<file path="config.mk">
export PLATFORM = sky130hd
export DESIGN_NAME = ido_bus_arbiter
export DESIGN_NICKNAME = d
export VERILOG_FILES = /design/src/rtl/ido_bus_arbiter.sv
export SDC_FILE = /design/constraint.sdc
export NUM_CORES = 1
export LEC_CHECK = 0
export ABC_AREA = 1
export CAP_MARGIN = 15
export CORE_MARGIN = 4
export CORE_UTILIZATION = 41
export DETAILED_ROUTE_END_ITERATION = 10
export PLACE_DENSITY = 0.79
export SETUP_SLACK_MARGIN = 0.02
export SLEW_MARGIN = 20
export SYNTH_ARGS = -nofsm -noshare
export SYNTH_HDL_FRONTEND = slang
export SYNTH_SLANG_ARGS = --single-unit
</file>
<file path="constraint.sdc">
create_clock -name CLK -period 1.6 [get_ports CLK]
set_input_delay 0.32 -clock CLK [delete_from_list [all_inputs] [get_ports CLK]]
set_output_delay 0.32 -clock CLK [all_outputs]
set_load 0.02 [all_outputs]
</file>
<file path="src/rtl/ido_bus_arbiter.sv">
// Round-robin arbiter/sequencer for the shared IDO buffer path.
// Serves CPU store path and sharpening accelerator writer in turn.
module ido_bus_arbiter #(
   parameter int DATA_W      = 16,
   parameter int HOLD_CYCLES = 2
) (
   input  logic              CLK,
   input  logic              RESET,
   input  logic              REQ_CPU,
   input  logic [DATA_W-1:0] DATA_CPU,
   output logic              ACK_CPU,
   input  logic              REQ_ACC,
   input  logic [DATA_W-1:0] DATA_ACC,
   output logic              ACK_ACC,
   output logic [DATA_W-1:0] OUT_DATA,
   output logic              OUT_VALID,
   output logic [1:0]        GNT,
   output logic              BUSY
);

   localparam logic [1:0] IDLE = 2'd0;
   localparam logic [1:0] XFER = 2'd1;
   localparam logic [1:0] DONE = 2'd2;

   localparam logic [3:0] HOLD_M1 = 4'(HOLD_CYCLES - 1);

   logic [1:0]        state_q, state_d;
   logic [DATA_W-1:0] out_data_q, out_data_d;
   logic              out_valid_q, out_valid_d;
   logic              ack_cpu_q, ack_cpu_d;
   logic              ack_acc_q, ack_acc_d;
   logic [1:0]        gnt_q, gnt_d;
   logic [3:0]        cnt_q, cnt_d;
   // last_q: 1 = accelerator served last, 0 = CPU
   logic              last_q, last_d;
   logic              cpu_win;

   assign cpu_win = REQ_CPU & (~REQ_ACC | last_q);

   always_comb begin
      state_d     = state_q;
      out_data_d  = out_data_q;
      out_valid_d = out_valid_q;
      ack_cpu_d   = 1'b0;
      ack_acc_d   = 1'b0;
      gnt_d       = gnt_q;
      cnt_d       = cnt_q;
      last_d      = last_q;
      case (state_q)
         IDLE: begin
            out_valid_d = 1'b0;
            if (REQ_CPU | REQ_ACC) begin
               gnt_d       = cpu_win ? 2'b01 : 2'b10;
               out_data_d  = cpu_win ? DATA_CPU : DATA_ACC;
               out_valid_d = 1'b1;
               cnt_d       = HOLD_M1;
               state_d     = XFER;
            end
         end
         XFER: begin
            if (cnt_q != 4'd0) begin
               cnt_d = cnt_q - 4'd1;
            end else begin
               out_valid_d = 1'b0;
               ack_cpu_d   = gnt_q[0];
               ack_acc_d   = gnt_q[1];
               state_d     = DONE;
            end
         end
         DONE: begin
            last_d  = gnt_q[1];
            gnt_d   = 2'b00;
            state_d = IDLE;
         end
         default: begin
            out_valid_d = 1'b0;
            gnt_d       = 2'b00;
            state_d     = IDLE;
         end
      endcase
   end

   always_ff @(posedge CLK) begin
      if (RESET) begin
         state_q     <= IDLE;
         out_data_q  <= '0;
         out_valid_q <= 1'b0;
         ack_cpu_q   <= 1'b0;
         ack_acc_q   <= 1'b0;
         gnt_q       <= 2'b00;
         cnt_q       <= 4'd0;
         last_q      <= 1'b1;
      end else begin
         state_q     <= state_d;
         out_data_q  <= out_data_d;
         out_valid_q <= out_valid_d;
         ack_cpu_q   <= ack_cpu_d;
         ack_acc_q   <= ack_acc_d;
         gnt_q       <= gnt_d;
         cnt_q       <= cnt_d;
         last_q      <= last_d;
      end
   end

   assign OUT_DATA  = out_data_q;
   assign OUT_VALID = out_valid_q;
   assign ACK_CPU   = ack_cpu_q;
   assign ACK_ACC   = ack_acc_q;
   assign GNT       = gnt_q;
   assign BUSY      = (state_q != IDLE);

endmodule

</file>
Word level (Yosys, flattened, before mapping)
Cells that the tools add are included.
Cells by class
  $add $sub $neg: 1
  equal/unequal tests: 5
  mux-type cells: 13
  bitwise operators: 6
  reduce and logical (&&, ||, !) cells: 10
Operators by type and width (number)
  16-bit two-way mux: 1
  2-bit two-way mux: 4
  4-bit two-way mux: 2
  2-bit one-hot mux with 2 select lines: 2
  4-bit one-hot mux with 2 select lines: 1
  2-bit AND reduction: 4
  2-bit != test (second input constant): 3
  2-bit nonzero test: 2
  4-bit nonzero test: 1
  4-bit by 1-bit subtractor with 4-bit output (second input constant): 1
  1-bit inverter: 3
  1-bit one-hot mux with 3 select lines: 1
  3-bit AND reduction: 1
  3-bit OR reduction: 1
  2-bit by 1-bit == test with 1-bit output (second input constant): 1
  2-bit == test (second input constant): 1
  2-bit logical NOT: 1
  1-bit two-way mux: 2
  1-bit OR: 2
  1-bit AND: 1
Storage, ports and cells
  bits in registers: 28
  input bits: 36

Depth between registers and ports, before layout
Gate-level depths: netlist of the first run.
  depth in word-level cells: 6
  gate-level depth with buffers: 9
  mapped depth without buffers: 8

Least setup slack after synthesis of the first run
OpenSTA, ideal clock, no wires.
  kind: register to register
  start point: reg cnt_q[0]
  end point: reg cnt_q[3]
  arrival time: 1.017 ns
  data required time: 1.485 ns
  setup slack: 0.468 ns
  cell stages (with the launch flop): 9
  cells stage by stage: dfxtp_1 > inv_1 > ha_1 > nand2_1 > nand2_1 > nand2_4 > nand3_1 > nand2_1 > nor2_1
Between the ends
  longest elaborated chain between the ends: 3
  elaborated cells between the ends (all ways): 6
  those cells by class: add/sub (1); eq/ne (1); mux (2); reduce/logical (2)
RTL lines
  start: declaration: RTL line 33  | logic [3:0] cnt_q, cnt_d;
  start signal: assignment: RTL line 100  | cnt_q <= cnt_d;
  4-bit by 1-bit subtractor with 4-bit output / 4-bit nonzero test (equally long branches): RTL line 62, 61
  4-bit two-way mux / 2-bit != test (equally long branches)
  4-bit one-hot mux with 2 select lines / 3-bit AND reduction (equally long branches)
Parallel ways exist; a longest one is shown, timed or not. The select of a mux whose other input is x is not followed.
A chain may end at the register's enable or synchronous reset.

Final worst setup path of the first run
  start point: reg state_q[0]
  end point: out BUSY
Between the ends
  longest elaborated chain between the ends: 1
RTL lines
  start: declaration: RTL line 27  | logic [1:0] state_q, state_d;
  start signal: assignment: RTL line 94  | state_q <= state_d;
  2-bit nonzero test: RTL line 110  | assign BUSY = (state_q != IDLE);
  end: declaration: RTL line 18  | output logic BUSY
No other way between the ends.

==> flow_metrics.env, run 1 <==
export IMPL_vias_per_cell=4.45
export IMPL_grt_pass1_wl_um=4910
export IMPL_grt_max_degree=30
export IMPL_pwr_share_seq=0.460
export IMPL_finalSetupViolations=0
export IMPL_ys_seq_area_frac=0.437
export IMPL_drive_above_1_share=0.0958
export IMPL_clockBufferDepth=2
export IMPL_fmax_mhz=705
export IMPL_insertion_delay_ps=320
export IMPL_post_dp_cell_area_sq_um=1930
export IMPL_cp_end_kind="primary output"
export IMPL_rows=20
export IMPL_worst_slew_pin_slew_ps=241
export IMPL_status="finished clean"
export IMPL_chipHeight_um=64.0
export IMPL_finalSetupTns_ps=0
export IMPL_syn_num_nets=216
export IMPL_root_buffer="clkbuf_4"
export IMPL_cp_data_arrival_time_ps=1100
export IMPL_num_vias=1264
export IMPL_min_period_ps=1420
export IMPL_antenna_left=0
export IMPL_grt_ovfl_total=0
export IMPL_cp_max_fo=4
export IMPL_yosys_warnings=0
export IMPL_drt_initial_drc_count=39
export IMPL_fin_crit_sh=0.887
export IMPL_drcViolationCount=0
export IMPL_grt_pass1_vias=1152
export IMPL_synthToLayoutAreaGrowth_pct=50.8
export IMPL_final_cell_mix="46 x nand2_1, 35 x clkdlybuf4s50_1, 28 x dfxtp_1, 23 x inv_1, 21 x dlygate4sd2_1"
export IMPL_firstDrtPassIters=4
export IMPL_wl_per_cell_um=10.3
export IMPL_syn_inst=178
export IMPL_postLayoutCoreUtil=0.639
export IMPL_track_usage=0.149
export IMPL_slew_viol_final=0
export IMPL_p_per_area_nw_per_um2=944
export IMPL_postSynthAreaPerCell_sq_um=7.21
export IMPL_p_leak_uw=0.000958
export IMPL_synth_cell_type_count=19
export IMPL_skew_ps=4.15
export IMPL_cts_buffers=3
export IMPL_fp_dieW_um=64.0
export IMPL_final_common_cell="nand2_1"
export IMPL_tritoncts="done"
export IMPL_p_int_uw=1220
export IMPL_min_path_type="register to register"
export IMPL_numPortBuffers=57
export IMPL_core_sq_um=3030
export IMPL_wirelength_um=2920
export IMPL_critPathLaunchType="register"
export IMPL_synth_seq_cells=28
export IMPL_io_pins=58
export IMPL_die_area_sq_um=4090
export IMPL_hpwl_um=2360
export IMPL_comb_power_share=0.359
export IMPL_rsz0062_at_grt="no"
export IMPL_crit_required_ps=1280
export IMPL_n_antenna_cell=0
export IMPL_n_fill_cell=277
export IMPL_clock_power_share=0.181
export IMPL_initial_utilization=0.424
export IMPL_relSlewSlack=0.838
export IMPL_layout_nets=279
export IMPL_stdcell_area_sq_um=1940
export IMPL_hold_viol=0
export IMPL_grt_antenna_before_repair=0
export IMPL_netSwitchingPower_uw=612
export IMPL_gp_congestion=0.784
export IMPL_cap_violations=0
export IMPL_h_tree_depth=1
export IMPL_switching_share=0.335
export IMPL_path_class="register to primary output"
export IMPL_clk_pin_slew_ps=140
export IMPL_synth_area_sq_um=1280
export IMPL_ir_drop_uv=528
export IMPL_clkSinkCount=28
## what timing repair did
action	in CTS	in global routing
gates resized for setup	22	2
hold buffers	0	0
setup buffers	0	0
setup endpoints to repair	22	1
## registers in the layout (all words and copies together), names as in the netlist
register   flops
GNT            2
OUT_VALID      1
OUT_DATA      16
ACK_CPU        1
state_q        2
cnt_q          4
ACK_ACC        1
last_q         1
## power groups by stage
stage | Clock [uW] | Combinational (uW) | Sequential (uW)
floorplan | 0 | 314 | 936
global placement | 0 | 701 | 857
detailed placement | 0 | 713 | 859
CTS | 350 | 664 | 841
global route | 377 | 725 | 854
finish | 331 | 656 | 840
## per-stage QoR
stage                     hold slack [ps]  total power [uW]  worst slack [ps]  std cells
after detailed placement              445              1570             -7.47        280
final                                 458              1830               181        284
after global placement                440              1560              20.9        280
after floorplan                       389              1250               468        178
after CTS                             461              1860              1.88        284
after global routing                  481              1950               106        284
## final timing paths
kind	start	end	slack, ps	cells past startpoint
setup / recovery	state_q[0]	BUSY	180	3
hold / removal	GNT[0]	ACK_CPU	460	2
setup reg to reg	cnt_q[0]	cnt_q[3]	310	8
hold reg to reg	GNT[0]	ACK_CPU	460	2
## per-layer routing
layer  share of wire  vias up  global-route usage
li1                -      686                   -
met1            0.44      550               0.171
met2            0.51       26               0.266
met3           0.047        2              0.0457
met4           0.010        0              0.0377
met5               0        -                   0
## synth_stat cells
master	instances	area share
a21oi_1	7	0.027
buf_2	2	0.0078
buf_6	2	0.018
clkbuf_1	1	0.0029
dfxtp_1	28	0.44
ha_1	2	0.019
inv_1	23	0.067
inv_2	4	0.012
nand2_1	46	0.13
nand2_2	1	0.0049
nand2_4	2	0.018
nand3_1	17	0.066
nor2_1	10	0.029
nor2_2	2	0.0097
nor2_8	2	0.031
nor3_1	2	0.0078
o21ai_0	13	0.051
o21ai_1	13	0.051
o21ai_2	1	0.0068
## cells by family after synthesis
group / count (synthesis) / share of synthesized area
simple gates: 82 / 0.301
compound gates: 34 / 0.135
buf+inv: 32 / 0.107
flops: 28 / 0.437
fa+ha+maj: 2 / 0.0195
## worst max-delay path: stages (launching register included)
cell and delay [ps]:
dfxtp_1 410, inv_2 80, nand2_4 110, clkbuf_2 180
## layout make-up
cell class	count	area, sq um	area share
repair buffers	63	597	0.308
inverters	27	101	0.0524
flip-flops and latches	28	561	0.290
multi-input cells	118	586	0.303
clock buffers	4	36.3	0.0187
well taps	44	55.1	0.0284
Note: power is estimated with default switching activity, not from simulation.
==> run 2: changes to the inputs <==
--- a/config.mk
+++ b/config.mk
@@ -5,12 +5,11 @@
 export SDC_FILE = /design/constraint.sdc
 export NUM_CORES = 1
 export LEC_CHECK = 0
-export ABC_AREA = 1
 export CAP_MARGIN = 15
 export CORE_MARGIN = 4
-export CORE_UTILIZATION = 41
+export CORE_UTILIZATION = 40
 export DETAILED_ROUTE_END_ITERATION = 10
-export PLACE_DENSITY = 0.79
+export PLACE_DENSITY = 0.77
 export SETUP_SLACK_MARGIN = 0.02
 export SLEW_MARGIN = 20
 export SYNTH_ARGS = -nofsm -noshare
==> run 2 against run 1 <==
First-iteration DRC count rose to 2.5 times the previous value. Highest routed layer unchanged. Largest cell class is now multi-input combinational cells. Sequential power down 1%. Count of clock-buffer cells in the layout unchanged. Clock skew up 4.5 ps. Sequential share of layout area down 0.84 points. Critical path depth up 2.
==> flow_metrics.env, run 2 <==
export IMPL_synth_top_cells_by_count="28 x dfxtp_1, 18 x a21oi_1, 14 x o21ai_0"
export IMPL_root_buffer="clkbuf_4"
export IMPL_firstDrtPassIters=4
export IMPL_postSynthAreaPerCell_sq_um=8.56
export IMPL_tritoncts="done"
export IMPL_path_class="register to register"
export IMPL_antenna_left=0
export IMPL_insertion_delay_ps=320
export IMPL_final_common_cell="clkdlybuf4s50_1"
export IMPL_hpwl_um=2990
export IMPL_synthToLayoutAreaGrowth_pct=53.2
export IMPL_crit_required_ps=1850
export IMPL_critPathLaunchType="register"
export IMPL_grt_ovfl_total=0
export IMPL_cp_max_fo=5
export IMPL_ys_flop_type="dfxtp_1"
export IMPL_cts_buffers=3
export IMPL_rsz0062_at_grt="no"
export IMPL_worst_slew_pin_slew_ps=504
export IMPL_skew_ps=8.67
export IMPL_initial_utilization=0.422
export IMPL_track_usage=0.189
export IMPL_final_cell_mix="35 x clkdlybuf4s50_1, 25 x dfxtp_1, 21 x dlygate4sd2_1, 18 x a21oi_1, 14 x o21ai_0"
export IMPL_switching_share=0.324
export IMPL_min_period_ps=1520
export IMPL_synth_most_common_cell="dfxtp_1"
export IMPL_finalSetupTns_ps=0
export IMPL_drcViolationCount=0
export IMPL_pwr_share_seq=0.466
export IMPL_yosys_warnings=0
export IMPL_ys_seq_area_frac=0.428
export IMPL_io_pins=58
export IMPL_die_area_sq_um=4250
export IMPL_synthTopCellsByArea="dfxtp_1 43%, a311oi_1 8.7%, a21oi_1 6.9%"
export IMPL_grt_max_degree=24
export IMPL_async_flop_share=0
export IMPL_cts_hold_buf=0
export IMPL_relSlewSlack=0.663
export IMPL_p_per_area_nw_per_um2=885
export IMPL_syn_inst=153
export IMPL_cap_violations=0
export IMPL_grt_pass1_vias=1430
export IMPL_slew_viol_final=0
export IMPL_synth_edf_count=0
export IMPL_wl_per_cell_um=15.2
export IMPL_grt_antenna_before_repair=0
export IMPL_n_fill_cell=293
export IMPL_n_antenna_cell=0
export IMPL_synth_top_area_frac=0.428
export IMPL_cp_end_kind="register"
export IMPL_synth_seq_cells=28
export IMPL_fmax_mhz=659
export IMPL_layout_nets=251
export IMPL_synth_area_sq_um=1310
export IMPL_synth_cell_type_count=34
export IMPL_yosys_area_top_type="dfxtp_1"
export IMPL_numPortBuffers=57
export IMPL_place_worst_setup_slack_ps=-319
export IMPL_clock_power_share=0.187
export IMPL_clk_pin_slew_ps=130
export IMPL_num_vias=1445
export IMPL_syn_num_nets=191
export IMPL_fin_crit_sh=0.948
export IMPL_gp_congestion=0.818
export IMPL_hold_ws_ps=503
export IMPL_wirelength_um=3880
export IMPL_comb_power_share=0.347
export IMPL_largest_reg_flops=16
export IMPL_p_int_uw=1200
export IMPL_clockBufferDepth=2
export IMPL_core_sq_um=3100
export IMPL_ir_drop_uv=333
export IMPL_drt_initial_drc_count=98
export IMPL_grt_pass1_wl_um=6470
export IMPL_hold_viol=0
export IMPL_h_tree_depth=1
export IMPL_fin_ws_ps=83.3
export IMPL_chipHeight_um=65.2
export IMPL_p_leak_uw=0.000823
export IMPL_status="finished clean"
export IMPL_rows=20
export IMPL_min_path_type="register to register"
export IMPL_vias_per_cell=5.64
export IMPL_netSwitchingPower_uw=575
export IMPL_clkSinkCount=28
export IMPL_finalSetupViolations=0
export IMPL_cp_data_arrival_time_ps=1770
export IMPL_drive_above_1_share=0.118
export IMPL_fp_dieW_um=65.2
[run 2: changes by cell type after synthesis, moves of 5 or more]
cell      change
buf_2         +7
inv_1        -20
a311oi_1     +13
nor2_1        -8
o21ai_1       -8
a31oi_1       +5
a21oi_1      +11
nand2_1      -44
[run 2: final cells by class]
type                            instances  area [sq um]  area share
Inverter                                6          22.5      0.0112
Multi-Input combinational cell        106           677       0.337
Tap cell                               44          55.1      0.0274
Clock buffer                            4          36.3      0.0181
Sequential cell                        28           564       0.281
Timing Repair Buffer                   68           652       0.325
[run 2: repair_timing]
action / 4_1_cts / 5_1_grt
gates cloned: 0 / 0
pin swaps: 0 / 1
endpoints found under the setup margin: 24 / 18
buffers inserted: 0 / 0
resized for setup: 24 / 5
[run 2: worst paths after layout]
check	start	to	slack [ps]	depth (start not counted)
worst max-delay path	cnt_q[0]	cnt_q[3]	80	5
worst min-delay path	cnt_q[1]	cnt_q[1]	500	2
worst max register to register	cnt_q[0]	cnt_q[3]	80	5
worst min register to register	cnt_q[1]	cnt_q[1]	500	2
[run 2: metrics by stage]
step,total power [uW],util,std cells,instance area [sq um]
2_1_floorplan,1180,-,153,1310
3_3_place_gp,1480,0.639,252,1980
3_5_place_dp,1500,0.639,252,1980
4_1_cts,1780,0.643,256,1990
5_1_grt,1880,0.647,256,2010
6_report,1780,0.647,256,2010
[run 2: cells by family after synthesis]
| group | after synthesis | synth area share |
|---|---|---|
| flip-flops | 28 | 0.428 |
| adder cells (fa/ha/maj) | 2 | 0.0191 |
| AO/OA/AOI/OAI | 63 | 0.304 |
| buffers and inverters | 19 | 0.0630 |
| multiplexers | 1 | 0.00764 |
| AND/OR/NAND/NOR | 40 | 0.179 |
[run 2: power by group through the flow]
stage | sequential (uW) | clock (uW) | combinational (uW)
2_1_floorplan | 915 | 0 | 264
3_3_place_gp | 839 | 0 | 640
3_5_place_dp | 842 | 0 | 657
4_1_cts | 827 | 342 | 611
5_1_grt | 838 | 377 | 668
6_report | 828 | 332 | 617
[run 2: critical path, stage by stage (launching register included)]
cell and delay (ps):
dfxtp_2 370, inv_1 70, ha_2 190, nor3b_2 180, or4_1 510, a21oi_1 140
[run 2: metal layers]
layer,global-route usage,wire (um)
met3,0.0427,240
met4,0.0440,28
met5,0,0
met1,0.238,1760
met2,0.325,1860
==> run 3: changes to the inputs <==
--- a/config.mk
+++ b/config.mk
@@ -10,6 +10,7 @@
 export CORE_UTILIZATION = 40
 export DETAILED_ROUTE_END_ITERATION = 10
 export PLACE_DENSITY = 0.77
+export REMOVE_ABC_BUFFERS = 1
 export SETUP_SLACK_MARGIN = 0.02
 export SLEW_MARGIN = 20
 export SYNTH_ARGS = -nofsm -noshare
==> run 3 against run 2 <==
Count of clock-buffer cells in the layout stayed put. Setup slack worse by 43 ps. Register-to-register slack worse by 40 ps. Clock skew is 5.9 ps lower. Routed wire length is 1.9% higher. Worst hold slack worse by 11 ps. Via count hardly changed. Critical endpoint is now cnt_q[1]. Largest cell class unchanged.
==> flow_metrics.env, run 3 (same netlist as run 2, synthesis figures left out) <==
export IMPL_firstDrtPassIters=4
export IMPL_slowest_delay_ps=490
export IMPL_cts_buffers=3
export IMPL_startpoint="cnt_q[0]"
export IMPL_postLayoutCoreUtil=0.657
export IMPL_cp_end_kind="register"
export IMPL_wirelength_um=3960
export IMPL_clockBufferDepth=2
export IMPL_finalSetupTns_ps=0
export IMPL_chipHeight_um=65.2
export IMPL_final_cell_mix="35 x clkdlybuf4s50_1, 25 x dfxtp_1, 21 x dlygate4sd2_1, 16 x a21oi_1, 14 x o21ai_0"
export IMPL_min_period_ps=1560
export IMPL_hold_start="GNT[0]"
export IMPL_h_tree_depth=1
export IMPL_largest_reg_flops=16
export IMPL_drive_above_1_share=0.140
export IMPL_finalSetupViolations=0
export IMPL_drcViolationCount=0
export IMPL_path_cells="inv_1 -> ha_1 -> nor3b_1 -> o221ai_1 -> a21oi_1"
export IMPL_numPortBuffers=57
export IMPL_crit_required_ps=1870
export IMPL_initial_utilization=0.422
export IMPL_insertion_delay_ps=330
export IMPL_grt_pass1_wl_um=6790
export IMPL_multi_input_area_sq_um=686
export IMPL_min_path_type="register to register"
export IMPL_ir_drop_uv=398
export IMPL_cap_violations=0
export IMPL_rows=20
export IMPL_min_to="ACK_CPU"
export IMPL_track_usage=0.200
export IMPL_hold_depth=1
export IMPL_grt_antenna_before_repair=0
export IMPL_path_class="register to register"
export IMPL_die_area_sq_um=4250
export IMPL_status="finished clean"
export IMPL_io_pins=58
export IMPL_rsz0062_at_grt="yes"
export IMPL_tritoncts="done"
export IMPL_fmax_mhz=641
export IMPL_clkSinkCount=28
export IMPL_synthToLayoutAreaGrowth_pct=55.6
export IMPL_worst_slew_pin_slew_ps=578
export IMPL_critPathLaunchType="register"
export IMPL_clk_pin_slew_ps=140
export IMPL_p_leak_uw=0.000838
export IMPL_num_vias=1444
export IMPL_reg2reg_from="cnt_q[0]"
export IMPL_n_fill_cell=268
export IMPL_p_per_area_nw_per_um2=888
export IMPL_grt_max_degree=24
export IMPL_fin_crit_sh=0.975
export IMPL_hold_viol=0
export IMPL_skew_ps=2.76
export IMPL_antenna_left=0
export IMPL_slowest_stage="nor3b_1"
export IMPL_final_common_cell="clkdlybuf4s50_1"
export IMPL_hpwl_um=2970
export IMPL_r2r_slack_ps=40
export IMPL_reg2reg_depth=5
export IMPL_regArea_sq_um=564
export IMPL_vias_per_cell=5.58
export IMPL_r2r_end="cnt_q[1]"
export IMPL_grt_pass1_vias=1523
export IMPL_hold_ws_ps=492
export IMPL_wl_per_cell_um=15.3
export IMPL_layout_nets=254
export IMPL_cp_data_arrival_time_ps=1830
export IMPL_grt_ovfl_total=0
export IMPL_cp_max_fo=5
export IMPL_root_buffer="clkbuf_4"
export IMPL_core_sq_um=3100
export IMPL_fp_dieW_um=65.2
export IMPL_gp_congestion=0.828
export IMPL_drt_initial_drc_count=72
export IMPL_relSlewSlack=0.614
export IMPL_n_antenna_cell=0
export IMPL_slew_viol_final=0
==> run 3: cell count changes in the layout (fill, tap and decap cells not counted) <==
cell	previous run	this run
ha_2	1	0
ha_1	1	2
buf_4	9	12
nor3b_2	1	0
nor3b_1	0	1
or4_4	0	1
a21oi_1	18	16
or3_1	2	1
a21oi_2	0	2
or3_4	0	1
or4_1	2	1
==> run 3: per-stage QoR <==
stage / instance area (sq um) / power, uW / cells / setup WS, ps
floorplan: 1250 / 1150 / 140 / -223
global placement: 2000 / 1490 / 254 / -238
detailed placement: 2000 / 1500 / 254 / -346
CTS: 2010 / 1790 / 258 / 25.8
global route: 2040 / 1910 / 259 / -8.29
finish: 2040 / 1810 / 259 / 40.6
==> run 3: where the power goes <==
group / switching (uW) / leakage [uW] / internal (uW) / total [uW]
clock network: 207 / 0.0000210 / 140 / 346
logic: 341 / 0.000584 / 295 / 636
registers: 47.3 / 0.000232 / 780 / 827
==> run 3: area by class of cell <==
cell class	instances	share of cell area
inverters	6	0.0110
clock buffers	4	0.0178
multi-input cells	106	0.336
well taps	44	0.0270
flip-flops and latches	28	0.277
repair buffers	71	0.331
==> run 3: how the worst max path moves through the flow <==
stage / end / slack [ps]
global placement: OUT_DATA[6] / -240
CTS: OUT_DATA[14] / 30
finish: cnt_q[1] / 40
global route: ACK_CPU / -8
floorplan: OUT_DATA[10] / -220
detailed placement: OUT_DATA[4] / -350
==> run 3: per-layer routing <==
layer	part of all wire	up-vias	global-route usage
met4	0.025	0	0.0933
li1	-	708	-
met2	0.46	66	0.324
met5	0	-	0
met3	0.087	11	0.0615
met1	0.43	659	0.242
==> run 3: worst max-delay path: cells and delay by family (launching register included) <==
family / cells / cell delay (ps)
AO/OA/AOI/OAI: 2 / 390
adder cells (fa/ha/maj): 1 / 170
buffers and inverters: 1 / 100
flip-flops: 1 / 350
AND/OR/NAND/NOR: 1 / 490
==> run 3: what timing repair did <==
action                                  4_1_cts  5_1_grt
cloned                                        0        0
resized for setup                            23        8
endpoints found under the setup margin       22       15
buffers inserted                              0        1
hold buffers                                  0        0
pin swaps                                     0        2
